**config.mk**
```make
export PLATFORM = sky130hd
export DESIGN_NAME = accel_obi_master_bridge_flat
export DESIGN_NICKNAME = d
export VERILOG_FILES = /design/src/rtl/accel_obi_master_bridge_pkg.sv /design/src/rtl/accel_obi_master_bridge_if.sv /design/src/rtl/accel_obi_master_bridge_chan.sv /design/src/rtl/accel_obi_master_bridge.sv /design/src/flat_wrapper.sv
export SDC_FILE = /design/constraint.sdc
export NUM_CORES = 1
export LEC_CHECK = 0
export ABC_AREA = 0
export CAP_MARGIN = 20
export CORE_AREA = 2 2 380 382
export CTS_BUF_LIST = sky130_fd_sc_hd__clkbuf_16
export DETAILED_ROUTE_END_ITERATION = 6
export DIE_AREA = 0 0 382 384
export GPL_TIMING_DRIVEN = 0
export PLACE_DENSITY = 0.3
export SYNTH_ARGS = -nofsm -noshare
export SYNTH_HDL_FRONTEND = slang
export SYNTH_HIERARCHICAL = 1
export SYNTH_SLANG_ARGS = --single-unit
export TNS_END_PERCENT = 10
```
**constraint.sdc**
```tcl
create_clock -name clk_i -period 3.4 [get_ports clk_i]
set_input_delay 1.02 -clock clk_i [delete_from_list [all_inputs] [get_ports clk_i]]
set_output_delay 1.02 -clock clk_i [all_outputs]
set_load 0.05 [all_outputs]
```
**src/rtl/accel_obi_master_bridge_pkg.sv**
```systemverilog
// Shared types and helpers for the accelerator-to-OBI master bridge.
package accel_bridge_pkg;

   // Clock-enable FSM states.
   typedef enum logic [1:0] {
      GATED = 2'd0,
      RUN   = 2'd1,
      DRAIN = 2'd2
   } state_t;

   // Width of the stall counters.
   localparam int StallCntWidth = 32;

   // Bits needed to hold an outstanding count from 0 up to max_out.
   function automatic int cnt_width(input int max_out);
      return $clog2(max_out + 1);
   endfunction

endpackage

```
**src/rtl/accel_obi_master_bridge_if.sv**
```systemverilog
// Accelerator TCDM channels and OBI master ports, bundled into one interface.
// The master modport is the bridge; the slave modport is the environment
// (accelerator plus interconnect).
interface accel_obi_master_bridge_if #(
   parameter int NumPorts  = 4,
   parameter int AddrWidth = 32,
   parameter int DataWidth = 32
);

   typedef struct packed {
      logic                   req;
      logic                   we;
      logic [DataWidth/8-1:0] be;
      logic [AddrWidth-1:0]   addr;
      logic [DataWidth-1:0]   wdata;
   } obi_req_t;

   typedef struct packed {
      logic                 gnt;
      logic                 rvalid;
      logic [DataWidth-1:0] rdata;
   } obi_resp_t;

   logic [NumPorts-1:0]                  tcdm_req_i;
   logic [NumPorts-1:0][AddrWidth-1:0]   tcdm_add_i;
   logic [NumPorts-1:0]                  tcdm_wen_i;
   logic [NumPorts-1:0][DataWidth/8-1:0] tcdm_be_i;
   logic [NumPorts-1:0][DataWidth-1:0]   tcdm_wdata_i;
   logic [NumPorts-1:0]                  tcdm_gnt_o;
   logic [NumPorts-1:0][DataWidth-1:0]   tcdm_rdata_o;
   logic [NumPorts-1:0]                  tcdm_r_valid_o;
   obi_req_t  [NumPorts-1:0]             masters_req_o;
   obi_resp_t [NumPorts-1:0]             masters_resp_i;

   modport master (
      input  tcdm_req_i, tcdm_add_i, tcdm_wen_i, tcdm_be_i, tcdm_wdata_i,
      output tcdm_gnt_o, tcdm_rdata_o, tcdm_r_valid_o,
      output masters_req_o,
      input  masters_resp_i
   );

   modport slave (
      output tcdm_req_i, tcdm_add_i, tcdm_wen_i, tcdm_be_i, tcdm_wdata_i,
      input  tcdm_gnt_o, tcdm_rdata_o, tcdm_r_valid_o,
      input  masters_req_o,
      output masters_resp_i
   );

endinterface

```
**src/rtl/accel_obi_master_bridge_chan.sv**
```systemverilog
// One bridge channel: outstanding counter, pending-request hold, sticky
// protocol error and the optional grant-stall counter.
// Optional feature macro: ACCEL_OBI_STALL_CNT_EN (stall counter present).
module accel_obi_chan
   import accel_bridge_pkg::*;
#(
   parameter int MaxOutstanding = 2
) (
   input  logic                     clk,
   input  logic                     rst_n,
   input  logic                     run,        // FSM is in RUN: new issues allowed
   input  logic                     req,        // accelerator request
   input  logic                     gnt,        // OBI grant
   input  logic                     rvalid,     // OBI response valid
   output logic                     issue,      // OBI req
   output logic                     grant,      // grant returned to accelerator
   output logic                     busy,       // outstanding or pending work
   output logic                     err,
   output logic [StallCntWidth-1:0] stall_cnt
);

   localparam int                  CntWidth = cnt_width(MaxOutstanding);
   localparam logic [CntWidth-1:0] MaxCnt   = CntWidth'(MaxOutstanding);

   logic [CntWidth-1:0] cnt_q, cnt_d;
   logic                pend_q;
   logic                err_q;
   logic                allow;
   logic                spurious;
   logic                dec;

   // A presented-but-ungranted request keeps its slot regardless of the FSM,
   // so an OBI request is never withdrawn before its grant.
   assign allow    = pend_q | (run & (cnt_q < MaxCnt));
   assign issue    = req & allow;
   assign grant    = issue & gnt;
   assign spurious = rvalid & (cnt_q == '0);
   assign dec      = rvalid & ~spurious;
   assign busy     = pend_q | (cnt_q != '0);
   assign err      = err_q;

   // Next outstanding count: grant adds one, a legitimate response removes one.
   always_comb begin
      // NOTE: default assigned first so no path leaves cnt_d unassigned (no latch).
      cnt_d = cnt_q;
      unique case ({grant, dec})
         2'b10:   cnt_d = cnt_q + CntWidth'(1);
         2'b01:   cnt_d = cnt_q - CntWidth'(1);
         default: cnt_d = cnt_q;
      endcase
   end

   // Channel state registers.
   always_ff @(posedge clk or negedge rst_n) begin
      // NOTE: non-blocking assignments so every flop samples pre-edge values.
      if (!rst_n) begin
         cnt_q  <= '0;
         pend_q <= 1'b0;
         err_q  <= 1'b0;
      end else begin
         cnt_q  <= cnt_d;
         pend_q <= issue & ~gnt;
         if (spurious) err_q <= 1'b1;
      end
   end

`ifdef ACCEL_OBI_STALL_CNT_EN
   logic [StallCntWidth-1:0] stall_q;

   // Saturating count of cycles a presented request waits for its grant.
   always_ff @(posedge clk or negedge rst_n) begin
      if (!rst_n) begin
         stall_q <= '0;
      end else if (issue && !gnt && (stall_q != '1)) begin
         stall_q <= stall_q + StallCntWidth'(1);
      end
   end

   assign stall_cnt = stall_q;
`else
   assign stall_cnt = '0;
`endif

endmodule

```
**src/rtl/accel_obi_master_bridge.sv**
```systemverilog
// Bridges NumPorts accelerator TCDM master channels to OBI master ports and
// owns the drain-before-gate clock-enable FSM for the accelerator clock gate.
// Optional feature macro: ACCEL_OBI_STALL_CNT_EN (per-channel stall counters).
module accel_obi_master_bridge
   import accel_bridge_pkg::*;
#(
   parameter int NumPorts       = 4,
   parameter int AddrWidth      = 32,
   parameter int DataWidth      = 32,
   parameter int MaxOutstanding = 2
) (
   input  logic                                   clk_i,
   input  logic                                   rst_ni,
   input  logic                                   accel_enable_i,
   accel_obi_master_bridge_if.master              bus,
   output logic                                   clk_en_o,
   output logic                                   idle_o,
   output logic [NumPorts-1:0]                    err_o,
   output logic [NumPorts-1:0][StallCntWidth-1:0] stall_cnt_o
);

   state_t              state_q, state_d;
   logic                clk_en_q;
   logic                run;
   logic [NumPorts-1:0] issue;
   logic [NumPorts-1:0] grant;
   logic [NumPorts-1:0] busy;

   assign run      = (state_q == RUN);
   assign idle_o   = ~|busy;
   assign clk_en_o = clk_en_q;

   for (genvar i = 0; i < NumPorts; i++) begin : g_chan
      accel_obi_chan #(
         .MaxOutstanding (MaxOutstanding)
      ) u_chan (
         .clk       (clk_i),
         .rst_n     (rst_ni),
         .run       (run),
         .req       (bus.tcdm_req_i[i]),
         .gnt       (bus.masters_resp_i[i].gnt),
         .rvalid    (bus.masters_resp_i[i].rvalid),
         .issue     (issue[i]),
         .grant     (grant[i]),
         .busy      (busy[i]),
         .err       (err_o[i]),
         .stall_cnt (stall_cnt_o[i])
      );

      assign bus.masters_req_o[i].req   = issue[i];
      assign bus.masters_req_o[i].we    = ~bus.tcdm_wen_i[i];
      assign bus.masters_req_o[i].be    = bus.tcdm_be_i[i];
      assign bus.masters_req_o[i].addr  = bus.tcdm_add_i[i];
      assign bus.masters_req_o[i].wdata = bus.tcdm_wdata_i[i];
      assign bus.tcdm_gnt_o[i]          = grant[i];
      assign bus.tcdm_rdata_o[i]        = bus.masters_resp_i[i].rdata;
      assign bus.tcdm_r_valid_o[i]      = bus.masters_resp_i[i].rvalid;
   end

   // Next-state logic: DRAIN lets in-flight work finish before gating.
   always_comb begin
      state_d = state_q;
      unique case (state_q)
         GATED:   if (accel_enable_i) state_d = RUN;
         RUN:     if (!accel_enable_i) state_d = DRAIN;
         DRAIN: begin
            if (accel_enable_i) state_d = RUN;
            else if (idle_o)    state_d = GATED;
         end
         default: state_d = GATED;
      endcase
   end

   // State register; the clock enable is registered from the state being entered.
   always_ff @(posedge clk_i or negedge rst_ni) begin
      if (!rst_ni) begin
         state_q  <= GATED;
         clk_en_q <= 1'b0;
      end else begin
         state_q  <= state_d;
         clk_en_q <= (state_d != GATED);
      end
   end

endmodule

```
**src/flat_wrapper.sv**
```systemverilog
// flat-port wrapper written by rule: the top's interface ports become plain ports
module accel_obi_master_bridge_flat import accel_bridge_pkg::*;
#(
   parameter int NumPorts       = 4,
   parameter int AddrWidth      = 32,
   parameter int DataWidth      = 32,
   parameter int MaxOutstanding = 2
)
  (clk_i, rst_ni, accel_enable_i, clk_en_o, idle_o, err_o, stall_cnt_o, bus_tcdm_req_i, bus_tcdm_add_i, bus_tcdm_wen_i, bus_tcdm_be_i, bus_tcdm_wdata_i, bus_tcdm_gnt_o, bus_tcdm_rdata_o, bus_tcdm_r_valid_o, bus_masters_req_o, bus_masters_resp_i);
  accel_obi_master_bridge_if #(.NumPorts(NumPorts), .AddrWidth(AddrWidth), .DataWidth(DataWidth)) bus_i ();
  input  logic clk_i;
  input  logic rst_ni;
  input  logic accel_enable_i;
  output logic clk_en_o;
  output logic idle_o;
  output logic [NumPorts-1:0] err_o;
  output logic [NumPorts-1:0][StallCntWidth-1:0] stall_cnt_o;
  input wire logic [$bits(bus_i.tcdm_req_i)-1:0] bus_tcdm_req_i;
  input wire logic [$bits(bus_i.tcdm_add_i)-1:0] bus_tcdm_add_i;
  input wire logic [$bits(bus_i.tcdm_wen_i)-1:0] bus_tcdm_wen_i;
  input wire logic [$bits(bus_i.tcdm_be_i)-1:0] bus_tcdm_be_i;
  input wire logic [$bits(bus_i.tcdm_wdata_i)-1:0] bus_tcdm_wdata_i;
  output wire logic [$bits(bus_i.tcdm_gnt_o)-1:0] bus_tcdm_gnt_o;
  output wire logic [$bits(bus_i.tcdm_rdata_o)-1:0] bus_tcdm_rdata_o;
  output wire logic [$bits(bus_i.tcdm_r_valid_o)-1:0] bus_tcdm_r_valid_o;
  output wire logic [$bits(bus_i.masters_req_o)-1:0] bus_masters_req_o;
  input wire logic [$bits(bus_i.masters_resp_i)-1:0] bus_masters_resp_i;
  assign bus_i.tcdm_req_i = bus_tcdm_req_i;
  assign bus_i.tcdm_add_i = bus_tcdm_add_i;
  assign bus_i.tcdm_wen_i = bus_tcdm_wen_i;
  assign bus_i.tcdm_be_i = bus_tcdm_be_i;
  assign bus_i.tcdm_wdata_i = bus_tcdm_wdata_i;
  assign bus_tcdm_gnt_o = bus_i.tcdm_gnt_o;
  assign bus_tcdm_rdata_o = bus_i.tcdm_rdata_o;
  assign bus_tcdm_r_valid_o = bus_i.tcdm_r_valid_o;
  assign bus_masters_req_o = bus_i.masters_req_o;
  assign bus_i.masters_resp_i = bus_masters_resp_i;
  accel_obi_master_bridge #(.NumPorts(NumPorts), .AddrWidth(AddrWidth), .DataWidth(DataWidth), .MaxOutstanding(MaxOutstanding)) u_core (.clk_i(clk_i), .rst_ni(rst_ni), .accel_enable_i(accel_enable_i), .bus(bus_i), .clk_en_o(clk_en_o), .idle_o(idle_o), .err_o(err_o), .stall_cnt_o(stall_cnt_o));
endmodule
```
==> impl_results.md, run 1 <==
- Die Y: 384 um
- Global route total overflow: 0
- FF+latch count, synth: 19
- Crit path launch type: register
- Crit path capture type: output port
- R2r setup slk: 1.26 ns
- Final Hold Fails: 0
- CTS Buffer Depth: 2
- Fraction of layout cells with a size suffix above 1: 0.465
- Total Routed Length: 54800 um
- Final WS setup: 0.108 ns
- # Max-Cap Violations: 0
- GRT Util Overall: 0.0687
- Most common cell after layout, fill and taps aside: buf_4
- Initial antenna violation count: 64
- Drt drc: 0
- Hold Crit Depth: 1
- Nets: 1625
- Worst reg2reg path startpoint: u_core/state_q[1]
- Worst path arrival time: 2.27 ns
- Clock transition at the registers of the reported paths: 0.07 ns
- Crit path required time: 2.38 ns
- CP Max Fanout: 4
- Setup Crit Path Kind: register to output port
- R2r endpoint: u_core/g_chan[2].u_chan/cnt_q[1]
- Drt pass-1 iters: 4
- Maximum clock frequency: 0.304 GHz
- Post-route ant nets: 0
- # port buffers: 440
- Pin count of the biggest net entering global routing: 13
- CP startpoint: u_core/g_chan[1].u_chan/cnt_q[0]
- Min cycle time layout: 3.29 ns
- Row cnt: 139
- Hold Buf Count CTS: 0
- Min-Delay Path Class: register to register
- DIE AREA: 147000 um^2
- I/O pin cnt: 969
- Vias per inst: 1.70
- Register area share after synthesis: 0.0953
- Vias in the first global route: 5019
- Initial Util: 0.0350
- WHS Endpoint: u_core/g_chan[2].u_chan/err
- Cts repair resizes: 30
- Synth warn: 6
- Vias: 5279
- Total power: 3.37 mW
- H-tree depth: 1
- Slew Limit Fails: 0
- Cell Pwr Density: 273 nW/um^2
- Initial drt markers: 102
- Syn Area/Cell: 7.90 um^2
- Setup Fix Bufs, Post-CTS: 0
- DP Area: 12300 um^2
- First-pass GRT wire length: 62200 um
- Slew @ Worst Pin: 0.902 ns
- Routability cong.: 0.762
- Yosys cell types: 19
- Total negative setup slack: 0 ns
- Pleak: 5.27 nW
- R2r worst-path depth: 7
- Final Skew: 0.00289 ns
- CTS tree: built
- Post-synth EDFFs: 0
- RSZ-0062 raised after global routing: false
- Pre-CTS WS: -0.463 ns
- Clock Sinks: 19
- Area growth, synth to finish: 147%
- CTS Root Cell: clkbuf_16
- TritonCTS buffer count: 3
- Hold_sp: u_core/g_chan[2].u_chan/err
- Routed WL per cell: 17.6 um
- Synthesized cell area: 4990 um^2
- Post-route cell area: 12300 um^2
- Post-Syn Instances: 632
- Top_reg_cell synth: dfrtp_1
- Peak supply drop: 121 uV
- Hpwl dp: 53100 um
- Final Cycle Share: 0.968
- Core Area: 143000 um^2
- Later-pin clock latency in the skew report: 0.27 ns
- Slew margin rel.: 0.397
- Hold_ws: 0.457 ns
- Width of the chip: 382 um
- Commonest non-fill, non-tap cells in the layout: buf_4, clkdlybuf4s50_1, conb_1
- Final setup fails: 0
- Status: complete, no violations
- Async SR Flop Fraction: 1.00
## where the power goes
part           switching [mW]  internal [mW]  leakage, nW
Sequential             0.0578          0.289        0.219
Combinational            1.77          0.979         5.01
Clock                   0.115          0.159       0.0409
Total                    1.95           1.43         5.27
## cells in the mapped netlist (2+ instances only)
library cell  number  area, um^2
nand2_1            4        15.0
conb_1             4        15.0
xnor2_1           12         105
or3_2              4        30.0
inv_1             10        37.5
nor2_1            12        45.0
a21o_1             4        30.0
a21oi_1            5        25.0
dfrtp_1           19         475
nand2b_1           2        12.5
or2_2              4        25.0
nor2b_1            8        50.1
nor3b_1            4        30.0
buf_4            532        3990
ha_1               4        50.1
## state kept, by name (all words and copies together) (netlist names)
register                     flops
u_core/g_chan.u_chan/cnt_q       8
u_core/g_chan.u_chan/err         4
u_core/g_chan.u_chan/pend_q      4
u_core/state_q                   2
u_core/clk_en_o                  1
## cells by family after synthesis
| group | count (synthesis) | synth area share |
|---|---|---|
| compound gates | 11 | 0.0153 |
| flops | 19 | 0.0953 |
| buf+inv | 542 | 0.808 |
| fa+ha+maj | 4 | 0.0100 |
| other cells | 4 | 0.00301 |
| xor+xnor | 12 | 0.0211 |
| simple gates | 40 | 0.0476 |
## stage by stage
step | cells | util
floorplan | 756 | -
CTS | 3104 | 0.0864
finish | 3109 | 0.0864
global route | 3105 | 0.0863
detailed placement | 3100 | 0.0859
global placement | 3099 | 0.0857
## routing by layer
metal	up-vias	track usage	part of all wire
met5	-	0	0.0051
met3	121	0.0562	0.18
met2	498	0.121	0.49
met4	42	0.00992	0.020
li1	2398	-	-
met1	2220	0.0621	0.30
## worst max path at each step
stage	to	slack [ns]	cells past startpoint
floorplan	bus_masters_req_o[139]	0.65	1
global placement	bus_masters_req_o[209]	-0.46	3
detailed placement	bus_masters_req_o[209]	-0.46	3
CTS	bus_tcdm_gnt_o[3]	0.005	4
global route	idle_o	0.02	3
finish	idle_o	0.11	3
## layout make-up
type,instances,area (um^2)
diodes,5,12.5
plain buffers,532,3990
clock buffers,3,75.1
clock inverters,1,5.00
fillers,16675,130000
inverters,10,37.5
multi-input cells,195,950
flip-flops and latches,19,475
well taps,1903,2380
repair buffers,441,4410
## worst max-delay path: stages (launching register included)
cell and delay (ns):
dfrtp_1 0.43, or3_2 0.56, nor4_4 0.55, clkdlybuf4s15_2 0.46
Power figures use the tool's default switching activity.
==> run 2, diff against run 1 <==
- CAP_MARGIN: 20 -> unset
==> impl_results.md, run 2 (same netlist as run 1, synthesis figures left out) <==
- Clock Sinks: 19 (unchanged)
- Setup Crit Path Kind: input pin to output port
- Slew Limit Fails: 0 (unchanged)
- Drt drc: 0 (unchanged)
- Worst path arrival time: 2.26 ns (about the same)
- H-tree depth: 1 (unchanged)
- Width of the chip: 382 um (unchanged)
- Post-route ant nets: 0 (unchanged)
- Global route total overflow: 0 (unchanged)
- Row cnt: 139 (unchanged)
- Crit path required time: 2.38 ns (about the same)
- # port buffers: 440 (unchanged)
- I/O pin cnt: 969 (unchanged)
- Metal3 WL: 9880 um (-0.35%)
- DIE AREA: 147000 um^2 (unchanged)
- CP Cell Sequence: clkdlybuf4s50_1 > nor2b_1 > dlygate4sd2_1
- Status: complete, no violations
- Peak supply drop: 131 uV (+8.7%)
- Vias: 5319 (+0.76%)
- Final Hold Fails: 0 (unchanged)
- Cell Pwr Density: 274 nW/um^2 (+0.17%)
- Routability cong.: 0.762 (unchanged)
- Initial antenna violation count: 65 (+1.6%)
- First-pass GRT wire length: 62300 um (+0.22%)
- CTS tree: built
- Vias per inst: 1.71 (+0.82%)
- Final Cycle Share: 0.966 (-0.00267)
- Top Metal Used: met5
- Pleak: 5.26 nW (-0.24%)
- Nets: 1624 (-0.062%)
- TritonCTS buffer count: 3 (unchanged)
- Commonest non-fill, non-tap cells in the layout: buf_4, clkdlybuf4s50_1, conb_1
- Slew margin rel.: 0.240 (-0.156)
- Total Routed Length: 54800 um (about the same)
- Later-pin clock latency in the skew report: 0.27 ns (about the same)
- Total power: 3.37 mW (about the same)
- Crit path capture type: output port
- GRT Util Overall: 0.0689 (+0.000214)
- Clock transition at the registers of the reported paths: 0.07 ns (about the same)
- Vias in the first global route: 5062 (+0.86%)
- Total negative setup slack: 0 ns (unchanged)
- Top delay family on crit path: buffers and inverters
- Post-route cell area: 12300 um^2 (-0.24%)
- Drt pass-1 iters: 4 (unchanged)
- Cells after DPL: 3099 (-0.032%)
- Hpwl dp: 52900 um (-0.25%)
- Routed WL per cell: 17.6 um (about the same)
- CTS Root Cell: clkbuf_16
- CP bufs+invs: 2 (+1)
- Initial drt markers: 129 (+26%)
- Fraction of layout cells with a size suffix above 1: 0.465 (about the same)
- Slew @ Worst Pin: 1.14 ns (+0.234 ns)
- Final Skew: 0.00182 ns (-0.00106 ns)
- Metal2 WL: 27100 um (+0.53%)
- Die Y: 384 um (unchanged)
- Final setup fails: 0 (unchanged)
- Area growth, synth to finish: 147%
- CP Max Fanout: 3 (-1)
- Most common cell after layout, fill and taps aside: buf_4
- Largest register by flop count: u_core/g_chan.u_chan/cnt_q
- Core Area: 143000 um^2 (unchanged)
- Cell with the largest stage delay on the worst path: dlygate4sd2_1
- Pin count of the biggest net entering global routing: 20 (+7)
- Post-route insts no fill: 3107 (-0.064%)
- DP Area: 12200 um^2 (-0.22%)
- Crit path launch type: input pin
- # Max-Cap Violations: 0 (unchanged)
- Min cycle time layout: 3.28 ns (-0.00909 ns)
- CTS Buffer Depth: 2 (unchanged)
- RSZ-0062 raised after global routing: false
- Maximum clock frequency: 0.305 GHz (+0.28%)
- Final WS setup: 0.117 ns (+0.00909 ns)
- Routed metal-1 wirelength: 16500 um (about the same)
- Min-Delay Path Class: register to register
- Initial Util: 0.0350 (unchanged)
- Crit-path max cell delay: 0.56 ns (about the same)
- Max reg flops: 8 (unchanged)
- Pre-CTS WS: -0.459 ns (+0.00431 ns)
## run 2: cell count changes in the layout (fill, tap and decap cells not counted), sizes merged
cell	delta
buf	-1
diode	-1
## run 2: worst paths after layout
check | from | slack (ns) | cells past startpoint | endpoint
setup / recovery | bus_tcdm_req_i[1] | 0.12 | 3 | bus_masters_req_o[139]
min in group asynchronous | rst_ni | 1.36 | 1 | u_core/g_chan[1].u_chan/err
setup reg to reg | u_core/state_q[1] | 1.30 | 7 | u_core/g_chan[2].u_chan/cnt_q[1]
max in group asynchronous | rst_ni | 1.35 | 1 | u_core/g_chan[2].u_chan/err
hold / removal | u_core/g_chan[2].u_chan/err | 0.46 | 1 | u_core/g_chan[2].u_chan/err
hold reg to reg | u_core/g_chan[2].u_chan/err | 0.46 | 1 | u_core/g_chan[2].u_chan/err
## run 2: metal layers
metal | up-vias | GRT usage
met2 | 496 | 0.122
li1 | 2395 | -
met4 | 48 | 0.00817
met1 | 2256 | 0.0628
met3 | 124 | 0.0556
met5 | - | 0
## run 2: metrics by stage
stage / util / hold WS [ns]
after floorplan: - / 0.442
final: 0.0862 / 0.456
after detailed placement: 0.0857 / 0.447
after global routing: 0.0861 / 0.487
after CTS: 0.0862 / 0.465
after global placement: 0.0857 / 0.439
## run 2: report_power, final
group / switching (mW) / internal, mW / total, mW
logic: 1.78 / 0.976 / 2.75
registers: 0.0575 / 0.289 / 0.346
clock network: 0.113 / 0.159 / 0.272
total: 1.95 / 1.42 / 3.37
## run 2: area by class of cell
class / instances / area [um^2]
fill: 16678 / 130000
timing repair buffer: 440 / 4380
buffer: 532 / 3990
tap: 1903 / 2380
multi-input combinational: 195 / 950
sequential: 19 / 475
clock buffer: 3 / 75.1
inverter: 10 / 37.5
antenna: 4 / 10.0
clock inverter: 1 / 5.00
## run 2: repair_timing
action                     4_1_cts  5_1_grt
buffers inserted                 0        0
setup endpoints to repair       17        3
hold buffers                     0        0
pin swaps                        0        0
gates resized for setup         30        6
